**src/rtl/signal_debouncer.sv**
```systemverilog
// signal_debouncer: synchronises a raw, bouncy input into the clk domain and
// only lets the clean `signal` level change after the synchronised input has
// held one value for STABLE_CYCLES consecutive cycles. Aborted qualification
// attempts are counted in a saturating glitch counter.
module signal_debouncer #(
    parameter int SYNC_STAGES   = 2,
    parameter int STABLE_CYCLES = 8,
    parameter int GLITCH_W      = 8
) (
    input  logic                clk,
    input  logic                rst_n,
    input  logic                raw_in,
    input  logic                glitch_clr,
    output logic                signal,
    output logic                busy,
    output logic [GLITCH_W-1:0] glitch_cnt
);

    localparam int                CNT_W      = $clog2(STABLE_CYCLES + 1);
    localparam logic [CNT_W-1:0]  CNT_ZERO   = {CNT_W{1'b0}};
    localparam logic [CNT_W-1:0]  CNT_ONE    = CNT_W'(1);
    localparam logic [CNT_W-1:0]  CNT_LAST   = CNT_W'(STABLE_CYCLES - 1);
    localparam logic [GLITCH_W-1:0] GLITCH_MAX  = {GLITCH_W{1'b1}};
    localparam logic [GLITCH_W-1:0] GLITCH_ZERO = {GLITCH_W{1'b0}};
    localparam logic [GLITCH_W-1:0] GLITCH_ONE  = GLITCH_W'(1);
    // With a single-cycle qualification window the idle states commit directly.
    localparam logic              SINGLE_CYC = (STABLE_CYCLES == 1) ? 1'b1 : 1'b0;

    typedef enum logic [1:0] {
        IDLE_LOW  = 2'd0,
        WAIT_HIGH = 2'd1,
        IDLE_HIGH = 2'd2,
        WAIT_LOW  = 2'd3
    } state_t;

    logic [SYNC_STAGES-1:0] sync_r;
    logic                   sync_in_s;
    state_t                 state_r,  state_s;
    logic [CNT_W-1:0]       cnt_r,    cnt_s;
    logic                   signal_r, signal_s;
    logic                   busy_r,   busy_s;
    logic [GLITCH_W-1:0]    glitch_r, glitch_s;
    logic                   glitch_evt_s;

    // Synchroniser chain: raw_in enters at bit 0, the FSM only sees the last stage.
    always_ff @(posedge clk or negedge rst_n) begin
        if (!rst_n) begin
            sync_r <= {SYNC_STAGES{1'b0}};
        end else begin
            sync_r <= {sync_r[SYNC_STAGES-2:0], raw_in};
        end
    end

    assign sync_in_s = sync_r[SYNC_STAGES-1];

    // FSM state, qualify counter and registered outputs.
    always_ff @(posedge clk or negedge rst_n) begin
        if (!rst_n) begin
            state_r  <= IDLE_LOW;
            cnt_r    <= CNT_ZERO;
            signal_r <= 1'b0;
            busy_r   <= 1'b0;
            glitch_r <= GLITCH_ZERO;
        end else begin
            state_r  <= state_s;
            cnt_r    <= cnt_s;
            signal_r <= signal_s;
            busy_r   <= busy_s;
            glitch_r <= glitch_s;
        end
    end

    // Next-state logic: qualify a candidate level, abort on any disagreeing sample.
    always_comb begin
        state_s      = state_r;
        cnt_s        = cnt_r;
        signal_s     = signal_r;
        busy_s       = busy_r;
        glitch_evt_s = 1'b0;
        case (state_r)
            IDLE_LOW: begin
                if (sync_in_s) begin
                    if (SINGLE_CYC) begin
                        state_s  = IDLE_HIGH;
                        signal_s = 1'b1;
                    end else begin
                        state_s = WAIT_HIGH;
                        cnt_s   = CNT_ONE;
                        busy_s  = 1'b1;
                    end
                end else begin
                    state_s = IDLE_LOW;
                end
            end
            WAIT_HIGH: begin
                if (sync_in_s) begin
                    if (cnt_r == CNT_LAST) begin
                        state_s  = IDLE_HIGH;
                        signal_s = 1'b1;
                        busy_s   = 1'b0;
                        cnt_s    = CNT_ZERO;
                    end else begin
                        cnt_s = cnt_r + CNT_ONE;
                    end
                end else begin
                    state_s      = IDLE_LOW;
                    busy_s       = 1'b0;
                    cnt_s        = CNT_ZERO;
                    glitch_evt_s = 1'b1;
                end
            end
            IDLE_HIGH: begin
                if (!sync_in_s) begin
                    if (SINGLE_CYC) begin
                        state_s  = IDLE_LOW;
                        signal_s = 1'b0;
                    end else begin
                        state_s = WAIT_LOW;
                        cnt_s   = CNT_ONE;
                        busy_s  = 1'b1;
                    end
                end else begin
                    state_s = IDLE_HIGH;
                end
            end
            WAIT_LOW: begin
                if (!sync_in_s) begin
                    if (cnt_r == CNT_LAST) begin
                        state_s  = IDLE_LOW;
                        signal_s = 1'b0;
                        busy_s   = 1'b0;
                        cnt_s    = CNT_ZERO;
                    end else begin
                        cnt_s = cnt_r + CNT_ONE;
                    end
                end else begin
                    state_s      = IDLE_HIGH;
                    busy_s       = 1'b0;
                    cnt_s        = CNT_ZERO;
                    glitch_evt_s = 1'b1;
                end
            end
            default: begin
                state_s  = IDLE_LOW;
                cnt_s    = CNT_ZERO;
                signal_s = 1'b0;
                busy_s   = 1'b0;
            end
        endcase
    end

    // Glitch counter: clear has priority over a same-edge event; saturates at max.
    always_comb begin
        glitch_s = glitch_r;
        if (glitch_clr) begin
            glitch_s = GLITCH_ZERO;
        end else if (glitch_evt_s && (glitch_r != GLITCH_MAX)) begin
            glitch_s = glitch_r + GLITCH_ONE;
        end else begin
            glitch_s = glitch_r;
        end
    end

    assign signal     = signal_r;
    assign busy       = busy_r;
    assign glitch_cnt = glitch_r;

endmodule

```
**config.mk**
```make
export PLATFORM = sky130hd
export DESIGN_NAME = signal_debouncer
export DESIGN_NICKNAME = d
export VERILOG_FILES = /design/src/rtl/signal_debouncer.sv
export SDC_FILE = /design/constraint.sdc
export NUM_CORES = 1
export LEC_CHECK = 0
export ABC_AREA = 1
export ABC_CLOCK_PERIOD_IN_PS = 2350
export CORE_MARGIN = 2
export CORE_UTILIZATION = 30
export DETAILED_ROUTE_END_ITERATION = 16
export PLACE_DENSITY_LB_ADDON = 0.15
export SLEW_MARGIN = 20
export SYNTH_ARGS = -nofsm -noshare
export SYNTH_HDL_FRONTEND = slang
export SYNTH_SLANG_ARGS = --single-unit
```
**constraint.sdc**
```tcl
create_clock -name clk -period 2.35 [get_ports clk]
set_input_delay 0.235 -clock clk [delete_from_list [all_inputs] [get_ports clk]]
set_output_delay 0.235 -clock clk [all_outputs]
set_load 0.02 [all_outputs]
```
# ---- After elaboration in Yosys (flattened, before gate mapping)
# Index checks and enable logic that the tools add are counted.
dict set report word_totals {
  mem_bits_rw 0
  mem_count 0
  register_bits 18
  latchBits 0
  inputBits 4
  rom_bits 0
  wordCells 57
}
dict set report op_classes {
  div_mod_pow 0
  n_lt_le_gt_ge 0
  shifts 0
  muxes 29
  eq_ne 13
  multipliers 0
  n_reduce_logical 7
  n_bitwise 0
  n_addsub 2
}
# cell count
set op_table {}
lappend op_table {{$mux 4} 5}
lappend op_table {{$mux 8} 2}
lappend op_table {{$pmux 4 s4} 1}
lappend op_table {{$mux 1} 13}
lappend op_table {{$ne 2x2->1 const B} 6}
lappend op_table {{$add 8x1->8 const B} 1}
lappend op_table {{$mux 2} 4}
lappend op_table {{$ne 8x8->1 const B} 1}
lappend op_table {{$pmux 2 s4} 1}
lappend op_table {{$ne 3x3->1 const B} 2}
lappend op_table {{$reduce_and 5->1} 1}
lappend op_table {{$add 4x1->4 const B} 1}
lappend op_table {{$eq 2x2->1 const B} 2}
lappend op_table {{$eq 4x3->1 const B} 1}
lappend op_table {{$pmux 1 s2} 2}
lappend op_table {{$pmux 1 s4} 1}
lappend op_table {{$reduce_and 2->1} 2}
lappend op_table {{$reduce_bool 2->1} 2}
lappend op_table {{$eq 2x1->1 const B} 1}
lappend op_table {{$logic_not 2->1} 1}
lappend op_table {{$logic_and 1x1->1} 1}

# ---- Logic depth before layout (Yosys ltp)
# Gate-level depths: netlist (run 1).
dict set report depth {
  ltp_word 5
  ltp_mapped 9
  mapped_depth_nobuf 9
}

# ---- Least setup slack after synthesis (run 1)
# OpenSTA, ideal clock, no wires.
dict set report synth_timing {
  path_type {flip-flop to flip-flop}
  from {register glitch_r[0], in the netlist glitch_cnt[0]}
  to {register glitch_r[0], in the netlist glitch_cnt[0]}
  setup_ns 0.122
  t_arrival_ns 1.244
  path_slack_ns 0.984
  synth_period_minus_slack_ns 1.366
  stages_incl_launch_ff 9
  cell_sequence {dfrtp_1 -> ha_1 -> nand2_1 -> nor2_1 -> nand2_2 -> nand2_2 -> inv_1 -> nand3_1 -> o21ai_1}
}
dict set report synth_via {
  elab_chain_len 3
  word_cells_on_any_way 6
}
# element line
set synth_rtl {}
lappend synth_rtl {{start: declaration} 42} ;# logic [GLITCH_W-1:0] glitch_r, glitch_s;
lappend synth_rtl {{start signal: assignment} 69} ;# glitch_r <= glitch_s;
lappend synth_rtl {{$add 8x1->8 or $ne 8x8->1 (tied branches)} {158, 157}}
lappend synth_rtl {{$mux 8 or $logic_and 1x1->1 (tied branches)} 157} ;# end else if (glitch_evt_s && (glitch_r != GLITCH_MAX)) begin
lappend synth_rtl {{$mux 8 or $reduce_bool 2->1 (tied branches)} n/a}
# Several ways; a longest one is shown, not always the timed one. The select of a mux whose other input is x is not followed.
# A chain may end at the register's enable or synchronous reset.

# ---- Final worst setup path (run 1)
dict set report layout_timing {
  from {register glitch_r[2], in the netlist glitch_cnt[2]}
  to {output glitch_cnt[2]}
}
# element line
set layout_lines {}
lappend layout_lines {{end: declaration} 16} ;# output logic [GLITCH_W-1:0] glitch_cnt
# No word-level cell between the ends.

==> summary.txt, run 1 <==
Setup path
  • Crit path buffers/inverters: 1
  • Startpoint Class: register
  • Setup CP Type: register to primary output
  • Worst path required time: 2.12 ns
  • Max incr delay on CP: ~0.65 ns
  • Start of the worst register-to-register path: glitch_cnt[0]
  • Reg2Reg Capture Point: glitch_cnt[5]
  • CP top delay family: buffers and inverters
  • CP Data Arrival Time: 1.43 ns
  • Reg-to-reg slack, setup: approximately 0.96 ns
  • Critical Path Sink Type: primary output
  • R2R cell count: 9
  • Slowest-stage cell, CP: clkdlybuf4s50_1
  • Cell chain of the critical path: clkdlybuf4s50_1
  • Critical-path maximum fanout: 7

Global routing
  • Largest net degree at the start of global routing: 19
  • Global-route usage over all layers: around an eighth
  • First-pass GRT wire length: approximately 3200 um
  • Vias in the first global route: roughly 710
  • Initial antenna violation count: 0
  • Total gr overflow: 0

Yosys
  • Post-synthesis mux area share: 0%
  • Avg Cell Area, Syn: between 7 and 8 um2
  • YS warnings: 0
  • Post-Synth Simple-Gate Area: around 33%
  • Mapped Area: 917.1 um2
  • Post-synthesis compound-gate area fraction: between 6 and 7%
  • Synthesized instance count: around 120
  • Synth Area in Adders: under 10%
  • Post-synthesis sequential area ratio: between 40% and 50%
  • Main combinational cell family by area after synthesis: simple AND/OR/NAND/NOR gates
  • Synth area leader: dfrtp_1
  • Synth Area in XOR/XNOR: 2.865%
  • Yosys top cell area share: approximately half
  • Synth area leaders: dfrtp_1 (49%), nand2_1 (14%), nand3_1 (7.6%), inv_1 (5.7%), nor2_1 (4.1%)
  • Post-Syn Nets: approximately 120
  • Flops & latches, synth: 18
  • Cell variety after synth: 16

Cells and area
  • Fraction of layout cells with a size suffix above 1: under 10%
  • Filler Cell Count: about 310
  • Commonest non-fill, non-tap cell in the layout: nand2_1
  • Syn-to-layout area delta: 23.47%
  • Number of diodes: 0
  • Nets: around 140
  • Commonest non-fill, non-tap cells in the layout: nand2_1 (34), dfrtp_1 (18), inv_1 (14), nand3_1 (14), clkdlybuf4s50_1 (13)

Power and ir drop
  • Max VDD drop: around 0.19 mV
  • Leak pwr: approximately 0.54 nW
  • Pwr Density: 522.5 nW/um2

Place
  • IO Port Bufs: 13
  • Dpl ws: roughly 1 ns
  • Detailed-placement wirelength estimate: about 1400 um
  • GPL Wtd Cong: 0.8098

Floorplan
  • Initial Utilization: a little under a third
  • Cell row count: 20
  • Die area: 3515 um2
  • Num ports: 14
  • Die height: roughly 59 um
  • Core area: approximately 3000 um2
  • Die Wd: around 59 um

Clock tree
  • TritonCTS clock tree: built
  • Hold-fix buffers, CTS: 0
  • TritonCTS buffer count: 3
  • Clock sink count: 18
  • Clock buffer depth: 2
  • Post-CTS Setup Inserts: 0
  • Clk_lat worst skew: ~0.29 ns
  • CTS Root Cell: clkbuf_4
  • Post_cts resized: 0
  • Clk slew on worst S/H paths: between 0.1 and 0.15 ns
  • Clock H-tree levels: 1

Worst hold path
  • Hold Crit Class: input pin to async pin

Timing
  • Clock Skew: roughly 0.0032 ns
  • Final hold violation count: 0
  • Slew Limit Fails: 0
  • Max_slew headroom: a little over four fifths
  • Final Critical Period: around 1.7 ns
  • RSZ-0062 raised after global routing: false
  • Setup Viol. Count Final: 0
  • Final Cycle Share: between 70% and 80%
  • Sum Neg Setup Slack: 0 ns
  • Worst setup margin: 0.6836 ns
  • Worst-Margin Slew: around 0.24 ns
  • Fmax: between 600 and 700 MHz

Detailed routing
  • Final wirelength: ~1900 um
  • Via count: between 700 and 800
  • DR vias/cell: 4.725
  • DRC errors left: 0
  • Initial DRC count: 31
  • First-pass iteration count of the detailed router: 4
  • Routed Antenna Nets: 0
  • Wire per inst: between 10 and 15 um

Outcome
  • Status: finished clean

Run
  • Max Cap Violations: 0
==> worst max path at each step <==
stage | cells past startpoint | slack, ns | endpoint | start
2_1_floorplan | 8 | 0.98 | glitch_cnt[0] | glitch_cnt[0]
3_3_place_gp | 8 | 0.96 | glitch_cnt[0] | glitch_cnt[1]
3_5_place_dp | 9 | 0.98 | glitch_cnt[5] | glitch_cnt[0]
4_1_cts | 1 | 0.66 | glitch_cnt[2] | glitch_cnt[2]
5_1_grt | 1 | 0.61 | glitch_cnt[2] | glitch_cnt[2]
6_report | 1 | 0.68 | glitch_cnt[2] | glitch_cnt[2]
==> layer usage <==
metal	vias up	wire [um]	global-route usage, %	part of all wire (%)
li1	407	-	-	-
met1	367	887	16.83	47
met2	13	906	19.15	48
met3	2	69	1.965	3.7
met4	0	19	6.818	1.0
met5	-	0	0	0
==> cells by family (layout without fill, tap and decap cells) <==
group           count (synthesis)  count (layout)
compound gates                 11              11
xor+xnor                        3               3
fa+ha+maj                       2               2
buf+inv                        15              33
flops                          18              18
simple gates                   67              67
==> cell usage after synthesis, drive strengths merged <==
library cell,n
xor2,3
a21oi,3
clkinv,1
nor2,11
nand2,37
o21ai,8
nor3,2
inv,14
dfrtp,18
nand3,14
ha,2
nand4,3
==> power breakdown <==
| part | internal, mW | switching [mW] |
|---|---|---|
| clock | 0.0943 | 0.0986 |
| sequential | 0.322 | 0.0127 |
| combinational | 0.0253 | 0.0383 |
==> layout make-up <==
cell class / instances / area (um2) / share of cell area [%]
Multi-Input combinational cell: 83 / 405.4 / 35.80
Tap cell: 33 / 41.29 / 3.646
Timing Repair Buffer: 14 / 137.6 / 12.15
Sequential cell: 18 / 450.4 / 39.78
Clock buffer: 4 / 36.28 / 3.204
Inverter: 15 / 61.31 / 5.414
==> state kept, by name, summed over array words and instances, names as in the netlist, named ones only <==
name,flops
state_r,1
busy,1
sync_r,2
signal,1
cnt_r,4
glitch_cnt,8
==> metrics by stage <==
stage	hold WS (ns)	util [%]	cell area (um2)	total power, mW	std cells
final	0.2585	38.03	1132	0.5916	167
after global routing	0.2611	38.03	1132	0.6303	167
after CTS	0.2543	38.03	1132	0.6065	167
after detailed placement	0.3364	36.81	1096	0.4059	163
after global placement	0.3334	36.81	1096	0.4061	163
after floorplan	-0.06059	-	917.1	0.3749	116
(Power assumes the default switching activity.)
==> inputs of run 2 (changes only) <==
- ABC_CLOCK_PERIOD_IN_PS: 2350 -> 1400
- clock period: 2.35 -> 1.4 ns (I/O delays scaled with it)
==> summary.txt, run 2 (synthesis gave the netlist of run 1 again) <==
Detailed routing
  • DR vias/cell: roughly 4.8
  • First-pass iteration count of the detailed router: 4
  • Initial DRC count: 24
  • DRC errors left: 0
  • Via count: just over 800
  • Routed Antenna Nets: 0
  • Final wirelength: about 1900 um
  • Wire per inst: around 11 um

Clock tree
  • Clk slew on worst S/H paths: 0.11 ns
  • TritonCTS clock tree: built
  • TritonCTS buffer count: 3
  • Hold-fix buffers, CTS: 0
  • Clk_lat worst skew: ~0.3 ns
  • CTS Root Cell: clkbuf_4
  • Clock H-tree levels: 1
  • Clock sink count: 18
  • Clock buffer depth: 2

Setup path
  • Cell chain of the critical path: ha_1, nand2_2, nor2_1, nand2_2, nand2_2, nand2_4, clkinv_4, nand2_1, nand2_1
  • Critical-path maximum fanout: 6
  • Worst path required time: ~1.6 ns
  • R2R cell count: 9
  • Start of the worst register-to-register path: glitch_cnt[0]
  • Slowest-stage cell, CP: dfrtp_1
  • Reg2Reg Capture Point: glitch_cnt[7]
  • Reg-to-reg slack, setup: 0.10 ns
  • CP top delay family: simple AND/OR/NAND/NOR gates
  • Max incr delay on CP: 0.39 ns
  • Critical Path Sink Type: register
  • Crit path buffers/inverters: 1
  • Startpoint Class: register
  • Setup CP Type: register to register
  • Most frequent CP cell: nand2_2
  • CP Data Arrival Time: 1.49 ns

Run
  • Max Cap Violations: 0

Cells and area
  • Nets: around 150
  • Area of the multi-input gates: about 410 um2
  • Number of diodes: 0
  • Filler Cell Count: between 300 and 400
  • Max reg flops: 8
  • Commonest non-fill, non-tap cells in the layout: nand2_1 (33), dfrtp_1 (18), inv_1 (14), nand3_1 (14), dlygate4sd2_1 (10)
  • Syn-to-layout area delta: 27.56%
  • Commonest non-fill, non-tap cell in the layout: nand2_1
  • Non-Filler Instances: roughly 170
  • Fraction of layout cells with a size suffix above 1: approximately 13%
  • Register area: roughly 450 um2

Place
  • Detailed-placement wirelength estimate: between 1000 and 1500 um
  • IO Port Bufs: 13
  • Dpl cells: ~170
  • GPL Wtd Cong: between 0.7 and 0.8

Global routing
  • Total gr overflow: 0
  • Largest net degree at the start of global routing: 19
  • Global-route usage over all layers: about an eighth
  • Vias in the first global route: 750
  • First-pass GRT wire length: about 3200 um
  • Initial antenna violation count: 0

Power and ir drop
  • Sw Ratio: 25.73%
  • Sequential Power Share: between 50% and 60%
  • Pwr Total: slightly above 1 mW
  • Pint: roughly 0.75 mW
  • Combinational share of power: a little under an eighth
  • Pwr Density: about 860 nW/um2
  • Clock power share: around 33%
  • Max VDD drop: between 0.3 and 0.4 mV
  • Leak pwr: a little over 0.6 nW
  • Switching power: between 0.2 and 0.3 mW

Timing
  • Slew Limit Fails: 0
  • Sum Neg Setup Slack: 0 ns
  • RSZ-0062 raised after global routing: false
  • Final hold violation count: 0
  • Setup Viol. Count Final: 0
  • Final Cycle Share: around 93%
  • Fmax: just under 800 MHz
  • Final Critical Period: 1.299 ns
  • Clock Skew: about 0.011 ns
  • Worst-Margin Slew: roughly 0.24 ns
  • Max_slew headroom: between 80% and 90%

Floorplan
  • Die Wd: between 50 and 60 um
  • Initial Utilization: 30.80%
  • Cell row count: 20
  • Num ports: 14
  • Die height: 59.29 um
  • Core area: approximately 3000 um2
  • Die area: between 3000 and 4000 um2

Worst hold path
  • Hold Crit Class: input pin to async pin

Outcome
  • Status: finished clean
-- run 2: cell types whose count changed in the layout (fill, tap and decap cells not counted), sizes merged --
cell and delta:
dlygate4sd2 +10, clkdlybuf4s50 -10, buf +6
-- run 2: what timing repair did --
action / CTS / global route
pin swaps: 0 / 0
hold endpoints to repair: 0 / 0
endpoints found under the setup margin: 10 / 8
resized for setup: 10 / 2
setup buffers: 0 / 1
-- run 2: routing by layer --
metal  up-vias  GRT usage (%)  part of all wire (%)
li1        421              -                     -
met1       386          15.89                    49
met2        14          19.15                    45
met3         5          2.620                   4.2
met4         0          6.818                   2.3
met5         -              0                     0
-- run 2: cell type report --
| type | count | area share (%) |
|---|---|---|
| inverter | 15 | 5.241 |
| clock buffer | 4 | 3.102 |
| multi-input combinational | 83 | 35.08 |
| timing repair buffer | 20 | 14.55 |
| sequential | 18 | 38.50 |
| tap | 33 | 3.529 |
-- run 2: power by group through the flow --
stage | Sequential, mW | Clock (mW) | Combinational [mW]
global placement | 0.569 | 0 | 0.124
global route | 0.563 | 0.363 | 0.134
detailed placement | 0.570 | 0 | 0.123
floorplan | 0.577 | 0 | 0.0519
CTS | 0.560 | 0.339 | 0.118
finish | 0.559 | 0.328 | 0.119
-- run 2: worst register-to-register path: stages, from the launching register on --
cell      delay (ns)
dfrtp_1         0.39
ha_1            0.24
nand2_2         0.10
nor2_1          0.05
nand2_2         0.06
nand2_2         0.06
nand2_4         0.10
clkinv_4        0.08
nand2_1         0.06
nand2_1         0.05
-- run 2: metrics by stage --
step | util [%] | hold slack, ns | cell area (um2) | setup slack, ns
global placement | 38.07 | 0.3334 | 1134 | 0.06545
floorplan | - | -0.1556 | 917.1 | 0.03427
global route | 39.29 | 0.1737 | 1170 | 0.01930
detailed placement | 38.07 | 0.3419 | 1134 | 0.07373
CTS | 38.87 | 0.1511 | 1157 | 0.06353
finish | 39.29 | 0.1475 | 1170 | 0.1011
-- run 2: how the worst max path moves through the flow --
stage                        startpoint            end  slack (ns)  depth (start not counted)
after floorplan           glitch_cnt[0]  glitch_cnt[0]        0.03                          8
after global placement    glitch_cnt[1]  glitch_cnt[5]        0.07                          9
after detailed placement  glitch_cnt[1]  glitch_cnt[7]        0.07                          9
after CTS                 glitch_cnt[1]  glitch_cnt[1]        0.06                          9
after global routing      glitch_cnt[0]  glitch_cnt[1]        0.02                          9
final                     glitch_cnt[0]  glitch_cnt[7]        0.10                          9
==> inputs of run 3 (changes only) <==
- CAP_MARGIN: not set -> 30
- CELL_PAD_IN_SITES_DETAIL_PLACEMENT: not set -> 1
- CELL_PAD_IN_SITES_GLOBAL_PLACEMENT: not set -> 2
- CORE_UTILIZATION: 30 -> 29
- CTS_BUF_LIST: not set -> sky130_fd_sc_hd__clkbuf_4 sky130_fd_sc_hd__clkbuf_8
==> summary.txt, run 3 (synthesis gave the netlist of run 1 again) <==
Cells and area
  • Fraction of layout cells with a size suffix above 1: around 16%
  • Area of the multi-input gates: between 400 and 500 um2
  • Final design utilization: 40.00%
  • Filler Cell Count: ~370
  • Register area: 450.4 um2
  • Commonest non-fill, non-tap cell in the layout: nand2_1
  • Commonest non-fill, non-tap cells in the layout: nand2_1 (33), dfrtp_1 (18), inv_1 (14), nand3_1 (14)
  • Nets: 150
  • Max reg flops: 8
  • Syn-to-layout area delta: 32.06%
  • Number of diodes: 0

Run
  • Max Cap Violations: 0

Global routing
  • Total gr overflow: 0
  • Grt met3 use: about 4.8%
  • Vias in the first global route: 893
  • Initial antenna violation count: 0
  • Largest net degree at the start of global routing: 19
  • Met2 GRT Util: between 20% and 30%
  • Most crowded layer after global routing: met2
  • Global-route usage over all layers: 14.92%
  • First-pass GRT wire length: a little under 4000 um
  • Met1 GRT Util: roughly 17%

Floorplan
  • Die area: between 3000 and 4000 um2
  • Die Wd: roughly 60 um
  • Num ports: 14
  • Die height: between 60 and 70 um
  • Core area: between 3000 and 4000 um2
  • Cell row count: 20
  • Initial Utilization: between 30% and 40%

Setup path
  • Critical path depth: 2
  • CP top delay family: buffers and inverters
  • R2R cell count: 9
  • Cell chain of the critical path: buf_4, dlygate4sd2_1
  • Crit path buffers/inverters: 2
  • Setup CP Type: register to primary output
  • Max incr delay on CP: roughly 0.4 ns
  • Slowest-stage cell, CP: dfrtp_1
  • Crit path from: glitch_cnt[0]
  • Start of the worst register-to-register path: glitch_cnt[0]
  • Startpoint Class: register
  • Critical-path maximum fanout: 5
  • CP Data Arrival Time: approximately 1.2 ns
  • Critical Path Sink Type: primary output
  • Worst path required time: 1.26 ns

Place
  • Detailed-placement wirelength estimate: 1701 um
  • GPL Wtd Cong: around 0.76
  • IO Port Bufs: 13

Clock tree
  • Clk_lat worst skew: ~0.30 ns
  • TritonCTS buffer count: 3
  • Hold-fix buffers, CTS: 0
  • CTS Root Cell: clkbuf_4
  • Clock H-tree levels: 1
  • Clock sink count: 18
  • Clk slew on worst S/H paths: ~0.11 ns
  • TritonCTS clock tree: built
  • Clock buffer depth: 2

Detailed routing
  • Initial DRC count: 29
  • Routed Antenna Nets: 0
  • DRC errors left: 0
  • Via count: 829
  • DR vias/cell: about 4.4
  • First-pass iteration count of the detailed router: 4
  • Final wirelength: 2241 um
  • Wire per inst: 11.98 um

Timing
  • Slew Limit Fails: 0
  • Worst-Margin Slew: between 0.2 and 0.25 ns
  • Max_slew headroom: between 80% and 90%
  • Fmax: ~760 MHz
  • Setup Viol. Count Final: 0
  • Final Critical Period: roughly 1.3 ns
  • Sum Neg Setup Slack: 0 ns
  • Final Cycle Share: 93.39%
  • Final hold violation count: 0
  • RSZ-0062 raised after global routing: false
  • Clock Skew: approximately 0.0053 ns

Worst hold path
  • Hold Crit Class: input pin to async pin

Power and ir drop
  • Pwr Density: ~840 nW/um2
  • Leak pwr: 0.6307 nW
  • Max VDD drop: between 0.5 and 0.6 mV

Outcome
  • Status: finished clean
## run 3: power by group
group | switching [mW] | total (mW) | leakage (nW) | internal [mW]
logic | 0.0752 | 0.132 | 0.370 | 0.0565
registers | 0.0182 | 0.559 | 0.240 | 0.541
clock network | 0.169 | 0.328 | 0.0210 | 0.159
total | 0.263 | 1.02 | 0.631 | 0.756
## run 3: worst reg2reg max path, stage by stage (launching register included)
cell and delay (ns):
dfrtp_1 0.40, ha_2 0.21, nand2_2 0.09, nor2_1 0.05, nand2_2 0.06, nand2_2 0.06
nand2_4 0.10, clkinv_4 0.07, nand2_1 0.06, nand2_1 0.05
## run 3: stage by stage
stage | hold WS, ns | worst slack (ns) | total power, mW | area (um2) | instances
after global placement | 0.3362 | 0.1122 | 0.6946 | 1162 | 181
after CTS | 0.1626 | 0.05562 | 1.033 | 1186 | 185
after detailed placement | 0.3373 | 0.07610 | 0.6962 | 1162 | 181
final | 0.1632 | 0.09257 | 1.019 | 1211 | 187
after floorplan | -0.1556 | 0.03427 | 0.6292 | 917.1 | 116
after global routing | 0.1748 | 0.02495 | 1.089 | 1211 | 187
## run 3: area by class of cell
| cell class | instances | area share, % |
|---|---|---|
| Tap cell | 44 | 4.545 |
| Clock buffer | 4 | 2.996 |
| Inverter | 15 | 5.062 |
| Timing Repair Buffer | 23 | 15.91 |
| Multi-Input combinational cell | 83 | 34.30 |
| Sequential cell | 18 | 37.19 |
## run 3: repair_timing
action / CTS / global route
gates resized for setup: 10 / 5
cloned: 0 / 0
endpoints found under the hold margin: 0 / 0
setup buffers: 0 / 2
setup endpoints to repair: 10 / 8
## run 3: routing by layer
layer | vias up | part of all wire, %
met5 | - | 0
met4 | 0 | 0.94
met3 | 2 | 3.0
met2 | 10 | 52
met1 | 392 | 44
li1 | 425 | -
## run 3: path summary, 6_finish.rpt
| path | endpoint | slack, ns |
|---|---|---|
| max | glitch_cnt[0] | 0.09 |
| min | signal | 0.16 |
| max reg2reg | glitch_cnt[5] | 0.15 |
| min reg2reg | sync_r[1] | 0.35 |
| max in group asynchronous | glitch_cnt[5] | 1.03 |
| min in group clk | sync_r[0] | 0.28 |
